File: src/rtl/scarv_soc_pkg.sv
// Shared SoC reset-source definitions: FSM state encoding and reset_cause bit indices.
package scarv_soc_pkg;

    typedef enum logic [1:0] {
        RST_RUN      = 2'd0,
        RST_HOLD     = 2'd1,
        RST_WAIT_REL = 2'd2
    } rst_state_e;

    localparam int CAUSE_W   = 4;
    localparam int CAUSE_POR = 0;
    localparam int CAUSE_BTN = 1;
    localparam int CAUSE_SW  = 2;
    localparam int CAUSE_WDT = 3;

endpackage

File: src/rtl/scarv_soc_debounce.sv
// Button synchroniser and debouncer: 2-flop sync of the raw pin, then a saturating
// press counter that fires a single-cycle trigger once the press has been stable.
module scarv_soc_debounce #(
    parameter bit          ACTIVE_HIGH = 1'b1,
    parameter int unsigned CYCLES      = 1024
) (
    input  logic f_clk,
    input  logic f_reset,
    input  logic btn_raw,
    output logic btn_level,
    output logic btn_trig
);

    // One extra count value lets the counter park past the trigger point.
    localparam int unsigned CW = $clog2(CYCLES + 1);

    logic          pressed_raw;
    logic [1:0]    sync_q;
    logic [CW-1:0] cnt_q;

    assign pressed_raw = ACTIVE_HIGH ? btn_raw : ~btn_raw;

    always_ff @(posedge f_clk) begin
        if (f_reset) begin
            sync_q <= '0;
            cnt_q  <= '0;
        end else begin
            sync_q <= {sync_q[0], pressed_raw};
            if (!sync_q[1])
                cnt_q <= '0;
            else if (cnt_q != CW'(CYCLES))
                cnt_q <= cnt_q + 1'b1;
        end
    end

    assign btn_level = sync_q[1];
    assign btn_trig  = sync_q[1] && (cnt_q == CW'(CYCLES - 1));

endmodule

File: src/rtl/scarv_soc_reset_src.sv
// Reset-source arbiter: merges button, software key and optional watchdog into one
// fixed-length sys_reset pulse and keeps a sticky cause register.
// Watchdog is built only when SCARV_SOC_RESET_SRC_WDT_EN is defined.
module scarv_soc_reset_src
    import scarv_soc_pkg::*;
#(
    parameter bit          BTN_ACTIVE_HIGH = 1'b1,
    parameter int unsigned DEBOUNCE_CYCLES = 1024,
    parameter int unsigned PULSE_CYCLES    = 32,
    parameter int unsigned WDT_TIMEOUT     = 2**20,
    parameter logic [7:0]  SW_RESET_KEY    = 8'hA5
) (
    input  logic               f_clk,
    input  logic               f_reset,
    input  logic               btn_reset,
    input  logic               sw_reset_req,
    input  logic [7:0]         sw_reset_key,
    input  logic               wdt_enable,
    input  logic               wdt_kick,
    input  logic               cause_clr,
    output logic               sys_reset,
    output logic [CAUSE_W-1:0] reset_cause
);

    localparam int unsigned HW = (PULSE_CYCLES > 1) ? $clog2(PULSE_CYCLES) : 1;

    rst_state_e         state_q, state_d;
    logic [HW-1:0]      hold_q, hold_d;
    logic               sys_reset_q;
    logic [CAUSE_W-1:0] cause_q, cause_d, trig_vec;
    logic               btn_level, btn_trig, sw_trig, wdt_trig, any_trig;

    scarv_soc_debounce #(
        .ACTIVE_HIGH (BTN_ACTIVE_HIGH),
        .CYCLES      (DEBOUNCE_CYCLES)
    ) u_debounce (
        .f_clk     (f_clk),
        .f_reset   (f_reset),
        .btn_raw   (btn_reset),
        .btn_level (btn_level),
        .btn_trig  (btn_trig)
    );

    assign sw_trig = sw_reset_req && (sw_reset_key == SW_RESET_KEY);

`ifdef SCARV_SOC_RESET_SRC_WDT_EN
    localparam int unsigned WW = $clog2(WDT_TIMEOUT);

    logic [WW-1:0] wdt_q;

    // A kick in the expiry cycle wins over the timeout.
    assign wdt_trig = wdt_enable && !wdt_kick && (state_q == RST_RUN) &&
                      (wdt_q == WW'(WDT_TIMEOUT - 1));

    always_ff @(posedge f_clk) begin
        if (f_reset || wdt_kick || !wdt_enable || (state_q != RST_RUN) || wdt_trig)
            wdt_q <= '0;
        else
            wdt_q <= wdt_q + 1'b1;
    end
`else
    logic unused_wdt;

    assign wdt_trig   = 1'b0;
    assign unused_wdt = ^{wdt_enable, wdt_kick, WDT_TIMEOUT[0]};
`endif

    always_comb begin
        trig_vec            = '0;
        trig_vec[CAUSE_BTN] = btn_trig;
        trig_vec[CAUSE_SW]  = sw_trig;
        trig_vec[CAUSE_WDT] = wdt_trig;
    end

    assign any_trig = |trig_vec;

    always_comb begin
        state_d = state_q;
        hold_d  = hold_q;
        case (state_q)
            RST_RUN: begin
                if (any_trig) begin
                    state_d = RST_HOLD;
                    hold_d  = '0;
                end
            end
            RST_HOLD: begin
                // Triggers here only touch the cause register, never the length.
                if (hold_q == HW'(PULSE_CYCLES - 1))
                    state_d = btn_level ? RST_WAIT_REL : RST_RUN;
                else
                    hold_d = hold_q + 1'b1;
            end
            RST_WAIT_REL: begin
                if (any_trig) begin
                    state_d = RST_HOLD;
                    hold_d  = '0;
                end else if (!btn_level) begin
                    state_d = RST_RUN;
                end
            end
            default: begin
                state_d = RST_HOLD;
                hold_d  = '0;
            end
        endcase
    end

    // Clear is applied first so a same-cycle trigger still lands.
    assign cause_d = (cause_clr ? '0 : cause_q) | trig_vec;

    always_ff @(posedge f_clk) begin
        if (f_reset) begin
            state_q     <= RST_HOLD;
            hold_q      <= '0;
            sys_reset_q <= 1'b1;
            cause_q     <= CAUSE_W'(1) << CAUSE_POR;
        end else begin
            state_q     <= state_d;
            hold_q      <= hold_d;
            sys_reset_q <= (state_d == RST_HOLD);
            cause_q     <= cause_d;
        end
    end

    assign sys_reset   = sys_reset_q;
    assign reset_cause = cause_q;

endmodule
File: config.mk
export PLATFORM = sky130hd
export DESIGN_NAME = scarv_soc_reset_src
export DESIGN_NICKNAME = d
export VERILOG_FILES = /design/src/rtl/scarv_soc_pkg.sv /design/src/rtl/scarv_soc_debounce.sv /design/src/rtl/scarv_soc_reset_src.sv
export SDC_FILE = /design/constraint.sdc
export NUM_CORES = 1
export LEC_CHECK = 0
export CAP_MARGIN = 20
export CELL_PAD_IN_SITES_DETAIL_PLACEMENT = 2
export CELL_PAD_IN_SITES_GLOBAL_PLACEMENT = 2
export CORE_MARGIN = 8
export CORE_UTILIZATION = 30
export DETAILED_ROUTE_END_ITERATION = 6
export GPL_TIMING_DRIVEN = 0
export PLACE_DENSITY = 0.83
export SETUP_SLACK_MARGIN = 0.5
export SYNTH_ARGS = -nofsm -noshare
export SYNTH_HDL_FRONTEND = slang
export SYNTH_SLANG_ARGS = --single-unit
File: constraint.sdc
create_clock -name f_clk -period 3.7 [get_ports f_clk]
set_input_delay 1.11 -clock f_clk [delete_from_list [all_inputs] [get_ports f_clk]]
set_output_delay 1.11 -clock f_clk [all_outputs]
set_load 0.005 [all_outputs]
Word level (Yosys, flattened, before mapping). Cells that the tools add are included.

Register bits: 25. Input bits: 15. Word-level logic and storage cells: 36.

Add/subtract/negate cells: 2. Eq/ne operators: 9. Mux-type cells: 10. Bitwise logic cells: 2. Reductions and logical operators: 7.

Operators with widths (number): adder 11 x 1 -> 11 bit, second input constant (1); equality test 11 x 10 -> 1 bit, second input constant (1); inequality test 11 bit, second input constant (1); 2-to-1 mux 2 bit (5); 2-to-1 mux 5 bit (2); case mux 5 bit (2 select lines) (1); equality test 8 bit, second input constant (1); case mux 2 bit (3 select lines) (1); OR reduction 2 bit (3); adder 5 x 1 -> 5 bit, second input constant (1); equality test 5 bit, second input constant (1); equality test 2 x 1 -> 1 bit, second input constant (2); 2-to-1 mux 4 bit (1); OR 4 x 3 -> 4 bit (1); equality test 2 bit, second input constant (1); logical AND 1 bit (2); logical NOT 2 bit (1); inequality test 2 x 1 -> 1 bit, second input constant (1); inequality test 2 bit, second input constant (1); AND reduction 2 bit (1); NOT 1 bit (1).

Logic depth before layout (Yosys ltp). Gate-level depths: netlist of the first run.

Depth after elaboration: 6. Mapped depth: 7. Mapped depth without buffers: 7.

Cells and area by module. From an unflattened synthesis of the first run, not the netlist that was laid out.

Cell total of the unflattened synthesis: 122. Area total of the unflattened synthesis: 1117.3 µm².

Modules (own cells, without submodules): scarv_soc_debounce (instances 1, cells each 68, area an instance 609.3 µm²); scarv_soc_reset_src (instances 1, cells each 54, area an instance 508.0 µm²).

Worst setup path before layout of the first run. Ideal clock, no wire load.

Path type: input to register. From: input sw_reset_key[6]. To: register hold_q[1]. Arrival: 1.920 ns. Data required time: 3.585 ns. Path slack: 1.665 ns. Cell stages on the path: 4. Path through: and4bb_2 nand4_1 a31oi_4 o21ai_2.

Longest elaborated chain between the ends: 5.

Ends and longest elaborated chain: from (decl) (line scarv_soc_reset_src.sv:17) `input logic [7:0] sw_reset_key,`; equality test 8 bit (line scarv_soc_reset_src.sv:44) `assign sw_trig = sw_reset_req && (sw_reset_key == SW_RESET_KEY);`; logical AND 1 bit (line scarv_soc_reset_src.sv:44); OR reduction 2 bit (line scarv_soc_reset_src.sv:75) `assign any_trig = |trig_vec;`; inequality test 2 x 1 -> 1 bit (no line); AND reduction 2 bit (no line); to (signal assigned) (line scarv_soc_reset_src.sv:120) `hold_q <= hold_d;`; to (decl) (line scarv_soc_reset_src.sv:28) `logic [HW-1:0] hold_q, hold_d;`.

Every way passes these cells. A chain may end at the register's enable or synchronous reset.

Worst setup path in the final report of the first run. Same ends and word-level chain as after synthesis.

==> results of run 1 <==
critical path: stages:
cell             delay, ns
clkdlybuf4s50_1       0.39
and4bb_2              0.29
nand4_1               0.35
a31oi_4               0.33
o21ai_2               0.06
power by group:
group	total, mW	switching (mW)	internal, mW
clock	0.181	0.0854	0.0951
sequential	0.267	0.00437	0.263
combinational	0.0313	0.0120	0.0193
total	0.479	0.102	0.377
metrics by stage:
| stage | setup slack (ns) | std cells | utilization (%) |
|---|---|---|---|
| floorplan | 1.665 | 116 | - |
| global placement | 1.100 | 179 | 36.54 |
| detailed placement | 1.036 | 179 | 36.54 |
| CTS | 1.318 | 183 | 38.06 |
| global route | 1.225 | 183 | 38.06 |
| finish | 1.327 | 183 | 38.06 |
final cells by class:
type,instances,area [sq um]
multi-input cells,83,586.8
plain buffers,4,21.27
well taps,48,60.06
flip-flops and latches,24,480.5
inverters,5,18.77
repair buffers,15,150.1
clock buffers,4,55.05
fillers,398,2233
synth_stat cells, types with 2 or more instances:
cell type	instances	area (sq um)
dfxtp_1	24	480.5
nor2_1	12	45.04
nand2_1	7	26.28
xor2_1	7	61.31
nand4_1	6	37.54
inv_1	5	18.77
a21oi_1	4	20.02
ha_1	4	50.05
nand4b_1	4	35.03
a31oi_1	3	18.77
nand3_1	3	15.01
nor2b_1	3	18.77
xnor2_1	3	26.28
and3_1	2	12.51
buf_2	2	10.01
nand2b_1	2	12.51
nand3b_1	2	15.01
nor3b_1	2	15.01
nor4_1	2	12.51
o21ai_2	2	17.52
flip-flops by register name (all words and copies together), names as in the netlist:
name               cells
u_debounce.cnt_q      11
sys_reset              1
state_q                2
u_debounce.sync_q      2
reset_cause            3
hold_q                 5
metal layers:
metal / wire length (um) / vias up
li1: - / 443
met3: 148 / 7
met4: 63 / 0
met5: 0 / -
met1: 1173 / 434
met2: 1416 / 22
kinds of logic (layout without fill, tap and decap cells):
logic type	after synthesis	count (layout)	synth area share, %
AO/OA/AOI/OAI	12	12	8.136
XOR/XNOR	10	10	7.910
adder cells (fa/ha/maj)	4	4	4.520
buffers and inverters	9	28	3.616
flip-flops	24	24	43.39
multiplexers	1	1	0.9040
other	1	1	0.3387
AND/OR/NAND/NOR	55	55	31.19
worst max-delay path by stage:
stage / depth (start not counted) / to / slack (ns) / from
after global placement: 5 / hold_q[1]$_SDFFE_PP0P_ / 1.10 / sw_reset_key[6]
final: 5 / hold_q[1]$_SDFFE_PP0P_ / 1.33 / sw_reset_key[6]
after floorplan: 4 / hold_q[1]$_SDFFE_PP0P_ / 1.66 / sw_reset_key[6]
after global routing: 5 / hold_q[4]$_SDFFE_PP0P_ / 1.22 / sw_reset_key[0]
after detailed placement: 5 / hold_q[1]$_SDFFE_PP0P_ / 1.04 / sw_reset_key[6]
after CTS: 5 / hold_q[1]$_SDFFE_PP0P_ / 1.32 / sw_reset_key[6]
==> flow_summary_export.csv, run 1 <==
group,metric,value,unit
outcome,status,"finished, final reports clean",
clock_network,cts_hold_buffers,0,
floorplanning,boundaryPins,20,
power,p_leak,0.5188,nW
power,pwr_density_cell,349.1,mW/mm^2
min_path,min_path_type,"register to register",
timing,report.final.slew_viol_count,0,
critical_path,r2r_start,"hold_q[0]$_SDFFE_PP0P_",
final_layout,drive_gt1_share,9.630,%
route,drc,0,
min_path,min_to,"reset_cause[0]$_SDFFE_PP1P_",
grt,overflow,0,
min_path,whs_path_depth,1,
critical_path,rrSetupSlack,1.92,ns
synthesis,post_synth_num_cell_types,37,
final_layout,nets,155,
flow_run,maxCapViolations,0,
grt,grt_max_degree,14,
floorplanning,initial_core_util,30.71,%
grt,met3_usage,3.147,%
grt,busiest_layer,"met2",
critical_path,arrival,2.54,ns
floorplanning,die_h,76.76,um
clock_network,cts_inserted_buffers,3,
critical_path,setup.worst_path.end_class,"register",
critical_path,path_max_fanout,7,
power,total_power,0.4792,mW
synthesis,synth_fp_nets,135,
synthesis,synth.avg_cell_area,9.546,sq um
synthesis,synthCells,116,
critical_path,timing.rr.end,"hold_q[0]$_SDFFE_PP0P_",
timing,fin_crit_sh,64.14,%
timing,fin_tns_setup,0,ns
grt,grt_pass1_wl,4781,um
route,dr.pass1.iters,3,
clock_network,cts.htree.levels,1,
clock_network,clockRootBuffer,"clkbuf_8",
timing,hold_slack,0.4657,ns
timing,setup_violations,0,
floorplanning,die_area,0.005891,sq mm
critical_path,r2r_cells,5,
critical_path,critPathKind,"primary input to register",
critical_path,start_kind,"primary input",
route,viasPerCell,4.951,
route,routedWlPerCell,15.31,um
grt,antenna_found_initial,0,
floorplanning,die_w,76.76,um
final_layout,final_cell_mix,"dfxtp_1, clkdlybuf4s50_1, nor2_1",
placement,hpwl,2105,um
clock_network,post_cts_buffers,0,
route,vias,906,
clock_network,post_cts_resized,0,
clock_network,clk_path_buf_depth,2,
synthesis,async_reset_ff_share,0,%
clock_network,cts.clk_slew.worst_paths,0.08,ns
timing,rsz0062_at_grt,"false",
placement,portBuffers,15,
min_path,hp-start,"reset_cause[0]$_SDFFE_PP1P_",
critical_path,required,3.87,ns
final_layout,diodes,0,
synthesis,ys.flop_type,"dfxtp_1",
timing,clock_skew,0.001351,ns
synthesis,synthesis.area,0.001107,sq mm
clock_network,cts_tree,"done",
grt,grt_use_met1,10.82,%
synthesis,ys_seq_elements,24,
timing,hold_viol_final,0,
route,initialDrtViolationCount,15,
timing,period_needed,2.373,ns
synthesis,yosysWarningCount,0,
synthesis,yosysSeqAreaShare,43.39,%
clock_network,clock_sinks,24,
grt,grt_pass1_vias,1018,
final_layout,area_delta_synth_final,23.96,%
synthesis,synth-edff-count,0,
grt,grt_use_met2,16.99,%
final_layout,final_area,0.001373,sq mm
power,vdd_drop_max,197.0,uV
route,ant_nets,0,
floorplanning,core,0.003606,sq mm
placement,dpl_cell_area,0.001318,sq mm
timing,fmax,421.4,MHz
placement,gp_congestion,0.7744,
route,wl,2802,um
grt,grt.total_usage,9.988,%
final_layout,layout_commonest_cell,"dfxtp_1",
clock_network,clock_latency,0.27,ns
floorplanning,num_rows,22,
Note: power is estimated with default switching activity, not from simulation.
==> run 2: changes to the inputs <==
- clock period: 3.7 -> 2.45 ns (I/O delays scaled with it)
==> flow_summary_export.csv, run 2 (synthesis results as in run 1) <==
group,metric,value,unit
critical_path,arrival,1.13,ns
critical_path,cpLargestDelayFamily,"buffers and inverters",
min_path,min_path_type,"register to register",
timing,setup_violations,0,
final_layout,multiInputGateArea,586.8,sq um
clock_network,cts_tree,"done",
timing,fin_tns_setup,0,ns
grt,grt_pass1_vias,1030,
final_layout,instances_no_fill,185,
floorplanning,boundaryPins,20,
route,ant_nets,0,
floorplanning,num_rows,22,
floorplanning,die_w,76.76,um
final_layout,drive_gt1_share,10.95,%
critical_path,setup.worst_path.end_class,"output port",
critical_path,critPathKind,"register to output port",
timing,fin_crit_sh,76.17,%
route,drc,0,
power,p_leak,0.5271,nW
final_layout,top_register,"u_debounce.cnt_q",
floorplanning,die_h,76.76,um
route,dr.pass1.iters,4,
floorplanning,die_area,0.005891,sq mm
critical_path,required,1.71,ns
flow_run,maxCapViolations,0,
critical_path,path_max_fanout,2,
timing,rsz0062_at_grt,"false",
placement,place_inst,179,
grt,grt_max_degree,14,
route,initialDrtViolationCount,25,
critical_path,max_stage_delay,0.52,ns
grt,grt_pass1_wl,4795,um
timing,worst_slack,0.5839,ns
final_layout,fillers,397,
timing,hold_slack,0.4631,ns
critical_path,start_kind,"register",
clock_network,clockRootBuffer,"clkbuf_8",
clock_network,cts_inserted_buffers,3,
placement,dpl_cell_area,0.001318,sq mm
outcome,status,"finished, final reports clean",
timing,clock_skew,0.001963,ns
grt,overflow,0,
power,vdd_drop_max,298.3,uV
placement,portBuffers,15,
final_layout,diodes,0,
clock_network,clk_path_buf_depth,2,
power,pwr_density_cell,522.0,mW/mm^2
final_layout,largest_reg_flops,11,
timing,hold_viol_final,0,
clock_network,cts.clk_slew.worst_paths,0.08,ns
floorplanning,initial_core_util,30.71,%
route,vias,916,
final_layout,layout_commonest_cell,"dfxtp_1",
clock_network,cts.htree.levels,1,
final_layout,nets,157,
placement,gp_congestion,0.7744,
power,total_power,0.7243,mW
critical_path,crit_path_top_delay_cell,"clkdlybuf4s50_1",
critical_path,cp.buffers_inverters,1,
clock_network,clock_latency,0.27,ns
final_layout,final_core_util,38.48,%
timing,period_needed,1.866,ns
timing,fmax,535.9,MHz
placement,pre_cts_ws,0.1614,ns
route,wl,2851,um
route,viasPerCell,4.951,
final_layout,area_delta_synth_final,25.31,%
final_layout,final_area,0.001388,sq mm
clock_network,clock_sinks,24,
final_layout,final_cell_mix,"dfxtp_1, clkdlybuf4s50_1, nor2_1",
clock_network,post_cts_resized,0,
grt,antenna_found_initial,0,
critical_path,crit_chain,"clkdlybuf4s50_1",
timing,report.final.slew_viol_count,0,
placement,hpwl,2105,um
floorplanning,core,0.003606,sq mm
grt,grt.total_usage,10.01,%
clock_network,cts_hold_buffers,0,
route,routedWlPerCell,15.41,um
final_layout,seq_area,480.5,sq um
## run 2: cell type report
type | count | share of cell area [%]
Sequential cell | 24 | 34.63
Buffer | 4 | 1.533
Inverter | 5 | 1.353
Timing Repair Buffer | 17 | 11.90
Multi-Input combinational cell | 83 | 42.29
Tap cell | 48 | 4.328
Clock buffer | 4 | 3.968
## run 2: metal layers
layer,wire [um],track usage [%],vias to the layer above
met5,0,0,-
met4,68,5.192,0
met3,148,3.147,7
met2,1420,17.33,22
met1,1212,10.61,439
li1,-,-,448
## run 2: path summary, 6_finish.rpt
kind | slack [ns] | end | cells after the start | startpoint
min reg2reg | 0.46 | u_debounce.sync_q[1]$_SDFF_PP0_ | 1 | u_debounce.sync_q[0]$_SDFF_PP0_
min | 0.46 | u_debounce.sync_q[1]$_SDFF_PP0_ | 1 | u_debounce.sync_q[0]$_SDFF_PP0_
max | 0.58 | reset_cause[2] | 1 | reset_cause[2]$_SDFF_PP0_
max reg2reg | 0.67 | hold_q[0]$_SDFFE_PP0P_ | 5 | hold_q[0]$_SDFFE_PP0P_
## run 2: report_power, final
group	total (mW)	internal, mW	switching, mW
sequential	0.404	0.397	0.00661
combinational	0.0476	0.0292	0.0184
clock	0.273	0.144	0.129
total	0.724	0.570	0.154
## run 2: what timing repair did
| action | 4_1_cts | 5_1_grt |
|---|---|---|
| setup endpoints to repair | 2 | 0 |
| hold endpoints to repair | 0 | 0 |
| setup buffers | 2 | 0 |
